**src/rtl/jellyvl_stream_frame_gen.sv**
```systemverilog
// Control-stream source: emits a programmed train of first/enable/last framed beats
// with valid/ready handshake. No payload, only frame and beat indices.
//
// state | meaning
// IDLE  | waiting for start, outputs quiet
// RUN   | presenting beats of the current frame
// GAP   | idle cycles between frames, down-counter to terminal count 1
// FIN   | run complete, emits the done pulse and drops busy
module jellyvl_stream_frame_gen #(
  parameter int NUMBER_WIDTH = 8,
  parameter int COUNT_WIDTH  = 16,
  parameter int GAP_WIDTH    = 8
) (
  input  logic                    clk,
  input  logic                    reset,
  input  logic                    cke,
  input  logic                    start,
  input  logic [NUMBER_WIDTH-1:0] param_number,
  input  logic [COUNT_WIDTH-1:0]  param_length,
  input  logic [COUNT_WIDTH-1:0]  param_offset,
  input  logic [COUNT_WIDTH-1:0]  param_window,
  input  logic [GAP_WIDTH-1:0]    param_gap,
  output logic                    busy,
  output logic                    done,
  output logic [NUMBER_WIDTH-1:0] stream_number,
  output logic [COUNT_WIDTH-1:0]  stream_count,
  output logic                    stream_first,
  output logic                    stream_last,
  output logic                    stream_enable,
  output logic                    stream_valid,
  input  logic                    stream_ready
);

  typedef enum logic [1:0] {
    ST_IDLE = 2'd0,
    ST_RUN  = 2'd1,
    ST_GAP  = 2'd2,
    ST_FIN  = 2'd3
  } state_t;

  state_t                  state, state_next;
  logic [NUMBER_WIDTH-1:0] num_lat;
  logic [COUNT_WIDTH-1:0]  len_lat, off_lat, win_lat;
  logic [GAP_WIDTH-1:0]    gap_lat;
  logic [GAP_WIDTH-1:0]    gap_cnt, gap_cnt_next;
  logic                    latch_en;

  logic                    busy_next, done_next, valid_next, first_next;
  logic                    last_next, enable_next;
  logic [NUMBER_WIDTH-1:0] number_next;
  logic [COUNT_WIDTH-1:0]  count_next;

  // parameters seen by the flag logic: live inputs on the start edge, latched copies afterwards
  logic [COUNT_WIDTH-1:0]  len_eff, off_eff, win_eff;

  logic                    xfer;
  logic                    final_frame;

  // window test done one bit wider so count-offset cannot alias
  function automatic logic calc_enable(
    input logic [COUNT_WIDTH-1:0] cnt,
    input logic [COUNT_WIDTH-1:0] off,
    input logic [COUNT_WIDTH-1:0] win
  );
    logic [COUNT_WIDTH:0] diff;
    diff = {1'b0, cnt} - {1'b0, off};
    return ({1'b0, cnt} >= {1'b0, off}) && (diff < {1'b0, win});
  endfunction

  assign xfer        = stream_valid && stream_ready;
  assign final_frame = (stream_number == (num_lat - NUMBER_WIDTH'(1)));

  always_comb begin
    len_eff = len_lat;
    off_eff = off_lat;
    win_eff = win_lat;
    if (state == ST_IDLE) begin
      len_eff = param_length;
      off_eff = param_offset;
      win_eff = param_window;
    end
  end

  always_comb begin
    state_next   = state;
    busy_next    = busy;
    done_next    = 1'b0;
    valid_next   = stream_valid;
    first_next   = stream_first;
    number_next  = stream_number;
    count_next   = stream_count;
    gap_cnt_next = gap_cnt;
    latch_en     = 1'b0;

    case (state)
      ST_IDLE: begin
        valid_next = 1'b0;
        if (start) begin
          latch_en  = 1'b1;
          busy_next = 1'b1;
          if ((param_number == '0) || (param_length == '0)) begin
            state_next = ST_FIN;
          end else begin
            state_next  = ST_RUN;
            valid_next  = 1'b1;
            number_next = '0;
            count_next  = '0;
            first_next  = 1'b1;
          end
        end
      end

      ST_RUN: begin
        if (xfer) begin
          if (stream_last) begin
            if (final_frame) begin
              state_next = ST_FIN;
              valid_next = 1'b0;
            end else if (gap_lat == '0) begin
              number_next = stream_number + NUMBER_WIDTH'(1);
              count_next  = '0;
              first_next  = 1'b1;
            end else begin
              state_next   = ST_GAP;
              valid_next   = 1'b0;
              gap_cnt_next = gap_lat;
            end
          end else begin
            count_next = stream_count + COUNT_WIDTH'(1);
            first_next = 1'b0;
          end
        end
      end

      ST_GAP: begin
        if (gap_cnt == GAP_WIDTH'(1)) begin
          state_next  = ST_RUN;
          valid_next  = 1'b1;
          number_next = stream_number + NUMBER_WIDTH'(1);
          count_next  = '0;
          first_next  = 1'b1;
        end else begin
          gap_cnt_next = gap_cnt - GAP_WIDTH'(1);
        end
      end

      ST_FIN: begin
        state_next = ST_IDLE;
        done_next  = 1'b1;
        busy_next  = 1'b0;
        valid_next = 1'b0;
      end

      default: begin
        state_next = ST_IDLE;
        valid_next = 1'b0;
        busy_next  = 1'b0;
      end
    endcase

    // flags always describe the beat about to be presented; quiet when nothing is presented
    last_next   = valid_next && (count_next == (len_eff - COUNT_WIDTH'(1)));
    enable_next = valid_next && calc_enable(count_next, off_eff, win_eff);
    first_next  = valid_next && first_next;
  end

  always_ff @(posedge clk or negedge reset) begin
    if (!reset) begin
      state         <= ST_IDLE;
      busy          <= 1'b0;
      done          <= 1'b0;
      stream_valid  <= 1'b0;
      stream_first  <= 1'b0;
      stream_last   <= 1'b0;
      stream_enable <= 1'b0;
      stream_number <= '0;
      stream_count  <= '0;
      gap_cnt       <= '0;
      num_lat       <= '0;
      len_lat       <= '0;
      off_lat       <= '0;
      win_lat       <= '0;
      gap_lat       <= '0;
    end else if (cke) begin
      state         <= state_next;
      busy          <= busy_next;
      done          <= done_next;
      stream_valid  <= valid_next;
      stream_first  <= first_next;
      stream_last   <= last_next;
      stream_enable <= enable_next;
      stream_number <= number_next;
      stream_count  <= count_next;
      gap_cnt       <= gap_cnt_next;
      if (latch_en) begin
        num_lat <= param_number;
        len_lat <= param_length;
        off_lat <= param_offset;
        win_lat <= param_window;
        gap_lat <= param_gap;
      end
    end
  end

endmodule

```
**config.mk**
```make
export PLATFORM = sky130hd
export DESIGN_NAME = jellyvl_stream_frame_gen
export DESIGN_NICKNAME = d
export VERILOG_FILES = /design/src/rtl/jellyvl_stream_frame_gen.sv
export SDC_FILE = /design/constraint.sdc
export NUM_CORES = 1
export LEC_CHECK = 0
export ABC_AREA = 1
export CORE_ASPECT_RATIO = 1.2
export CORE_MARGIN = 3
export CORE_UTILIZATION = 50
export CTS_BUF_LIST = sky130_fd_sc_hd__clkbuf_4
export DETAILED_ROUTE_END_ITERATION = 7
export PLACE_DENSITY_LB_ADDON = 0.2
export SLEW_MARGIN = 0
export SYNTH_ARGS = -nofsm -noshare
export SYNTH_HDL_FRONTEND = slang
export SYNTH_SLANG_ARGS = --single-unit
```
**constraint.sdc**
```tcl
create_clock -name clk -period 4.8 [get_ports clk]
set_clock_uncertainty 0.05 [all_clocks]
set_input_delay 0.96 -clock clk [delete_from_list [all_inputs] [get_ports clk]]
set_output_delay 0.96 -clock clk [all_outputs]
set_load 0.02 [all_outputs]
```
==> out/metrics.cfg, run 1 <==
[run_status]
status=finished, final reports clean

[power_and_ir_drop]
p_leak_nw=5.03
p_total_w=0.00784
vdd_drop_max_uv=374
cellPowerDensity_nw_per_um2=782

[yosys]
avgSynthCellArea_sq_um=6.68
synth_compound_area_share_pct=16.1
ys_types=50
syn_nets=1293
synth_edf_count=0
yosysSeqAreaShare_pct=33.0
synthMuxAreaShare_pct=0
ys_async_sr_fraction_pct=100
synth-xor-area-share_pct=4.33
synthCells=1182
ys_seq_elements=104
synthAdderAreaFrac_pct=6.75
synth_area_sq_um=7890
synth_top_family_by_area=simple AND/OR/NAND/NOR gates
synthSimpleGateAreaFrac_pct=29.2
ys.flop_type=dfrtp_1
yosys_warnings=0

[cells_and_area]
nFillCells=1424
final_common_cell=nand2_1
layout-area-overhead-vs-synth_pct=27.0
drive_gt1_share_pct=12.9
nNetsFinal=1458
layout_common_cells=351 x nand2_1, 166 x inv_1, 147 x o21ai_0
fin_util_pct=65.9

[detailed_routing]
drt-pass1-iter-count=6
routedWlPerCell_microns=13.9
routed_wl_microns=21600
drt_iter0_drc=649
wl_met2_microns=9900
drt-met1-wl_microns=9950
wl_met3_microns=1060
drc_errors=0
viasPerCell=5.18
topRoutingLayerUsed=met4
num_vias=8072
ant_nets=0

[floorplanning]
dieArea_sq_um=17300
fp.dieW_microns=121
core_area_sq_um=15200
die-height_microns=144
fp-row-count=49
io_pins=99
start_util_pct=51.9

[place]
gp_congestion=0.918
port_buffers=98
dpl.hpwl_microns=16700
dp_slack_ns=-0.752

[clock_network]
path_clk_slew_ns=0.21
clkSinkCount=104
cts_hold_buf=0
tritoncts=done
cts_buffer_depth=2
clk_latency_ns=0.53
cts_root_buf=clkbuf_4
cts_buffers=9
htree_levels=3

[timing]
setup_slack_ns=0.0585
fin_crit_sh_pct=98.8
slew_violations=0
rsz0062_at_grt=true
setup_violations=0
final.min_clock_period_ns=4.74
worst_pin_slew_ns=0.703
hold_violations=0
slew-limit-headroom_pct=53.1
fin_tns_setup_ns=0
fmax_ghz=0.211

[worst_setup_path]
worstRegToRegCells=38
max_stage_delay_ns=0.46
arrival_ns=5.16
critPathMaxFanout=4
end_kind=flop
critPathLaunchType=primary input
cp_common_cell=nand2_1
critPathKind=in2reg
cp_slowest_cell=clkdlybuf4s50_1
worst_ep_required_time_ns=5.21

[global_routing]
grt_usage_pct=25.4
grt_pass1_wl_microns=35400
overflow=0
grt_max_degree=87
first_global_vias=7413
grt_antenna_before_repair=1

[flow_run]
drv_cap=0

[hold_path]
hp-class=in2async

[repair_timing]
item | 4_1_cts | 5_1_grt
pin swaps | 0 | 21
endpoints found under the setup margin | 1 | 1
resized for setup | 5 | 48
buffers inserted | 0 | 7
[state kept, by name, summed over array words and instances, names as in the netlist]
| name | cells |
|---|---|
| busy | 1 |
| gap_cnt | 8 |
| state | 2 |
| num_lat | 8 |
| stream_count | 16 |
| stream_number | 8 |
| win_lat | 16 |
| done | 1 |
| stream_valid | 1 |
| stream_enable | 1 |
| stream_last | 1 |
| stream_first | 1 |
| off_lat | 16 |
| len_lat | 16 |
| gap_lat | 8 |
[cells by family (layout without fill, tap and decap cells)]
group	after synthesis	after routing
AO/OA/AOI/OAI	237	237
XOR/XNOR	39	39
adder cells (fa/ha/maj)	42	42
buffers and inverters	215	385
flip-flops	104	104
other	0	1
AND/OR/NAND/NOR	545	545
[report_power, final]
part / internal [W] / leakage, nW / total, W / switching [W]
Sequential: 0.00127 / 1.32 / 0.00161 / 0.000337
Combinational: 0.00247 / 3.63 / 0.00573 / 0.00326
Clock: 0.000134 / 0.0848 / 0.000504 / 0.000371
[metrics by stage]
step / instance area (sq um) / instances / hold slack [ns]
floorplan: 7890 / 1182 / 0.398
global placement: 9620 / 1533 / 0.411
detailed placement: 9620 / 1533 / 0.418
CTS: 9800 / 1549 / 0.307
global route: 10000 / 1557 / 0.311
finish: 10000 / 1557 / 0.311
[final timing paths]
path	from	endpoint	slack, ns
setup / recovery	param_length[12]	stream_enable	0.06
hold / removal	reset	gap_cnt[7]	0.31
setup reg to reg	num_lat[1]	stream_enable	0.18
hold reg to reg	win_lat[6]	win_lat[6]	0.45
max in group asynchronous	reset	win_lat[5]	3.51
min in group clk	win_lat[6]	win_lat[6]	0.45
[cell type report]
cell class                 instances  area, sq um  share of cell area [%]
sequential                       104         2600                    26.0
antenna                            1         2.50                  0.0250
timing repair buffer             193         1700                    17.0
multi-input combinational        863         4640                    46.3
clock buffer                       9         67.6                   0.674
tap                              204          255                    2.55
inverter                         176          661                    6.59
clock inverter                     7         91.3                   0.911
[critical path: cells and delay by family]
| family | cells | cell delay (ns) |
|---|---|---|
| buffers and inverters | 4 | 0.70 |
| AND/OR/NAND/NOR | 16 | 1.75 |
| AO/OA/AOI/OAI | 8 | 1.09 |
| XOR/XNOR | 1 | 0.14 |
| adder cells (fa/ha/maj) | 2 | 0.50 |
[synth_stat cells (all sizes together), types with 3 or more instances]
cell type / count / share of area (%)
a31oi: 4 / 0.32
inv: 174 / 8.3
nor4: 7 / 0.55
dfrtp: 104 / 33
nand3b: 11 / 1.0
nand3: 54 / 3.6
clkbuf: 29 / 1.4
o22ai: 4 / 0.32
nor2: 73 / 3.9
o211ai: 7 / 0.67
ha: 41 / 6.5
nor3: 13 / 0.82
a21boi: 3 / 0.29
nand4: 13 / 1.0
xnor2: 10 / 1.1
xor2: 29 / 3.2
nand2: 369 / 18
a21oi: 45 / 2.9
buf: 10 / 0.89
o21ai: 160 / 10
[layer usage]
metal	vias up	global-route usage (%)
li1	4130	-
met1	3650	34.8
met2	245	40.8
met3	47	3.27
met4	0	10.7
met5	-	0
(Power assumes the default switching activity.)
==> run 2: changes to the inputs <==
--- a/config.mk
+++ b/config.mk
@@ -10,7 +10,9 @@
 export CORE_MARGIN = 3
 export CORE_UTILIZATION = 50
 export CTS_BUF_LIST = sky130_fd_sc_hd__clkbuf_4
+export CTS_CLUSTER_SIZE = 25
 export DETAILED_ROUTE_END_ITERATION = 7
+export HOLD_SLACK_MARGIN = 0.12
 export PLACE_DENSITY_LB_ADDON = 0.2
 export SLEW_MARGIN = 0
 export SYNTH_ARGS = -nofsm -noshare
==> results of run 2 <==
Same layout as run 1: the final DEF is identical, and so are final timing and power.
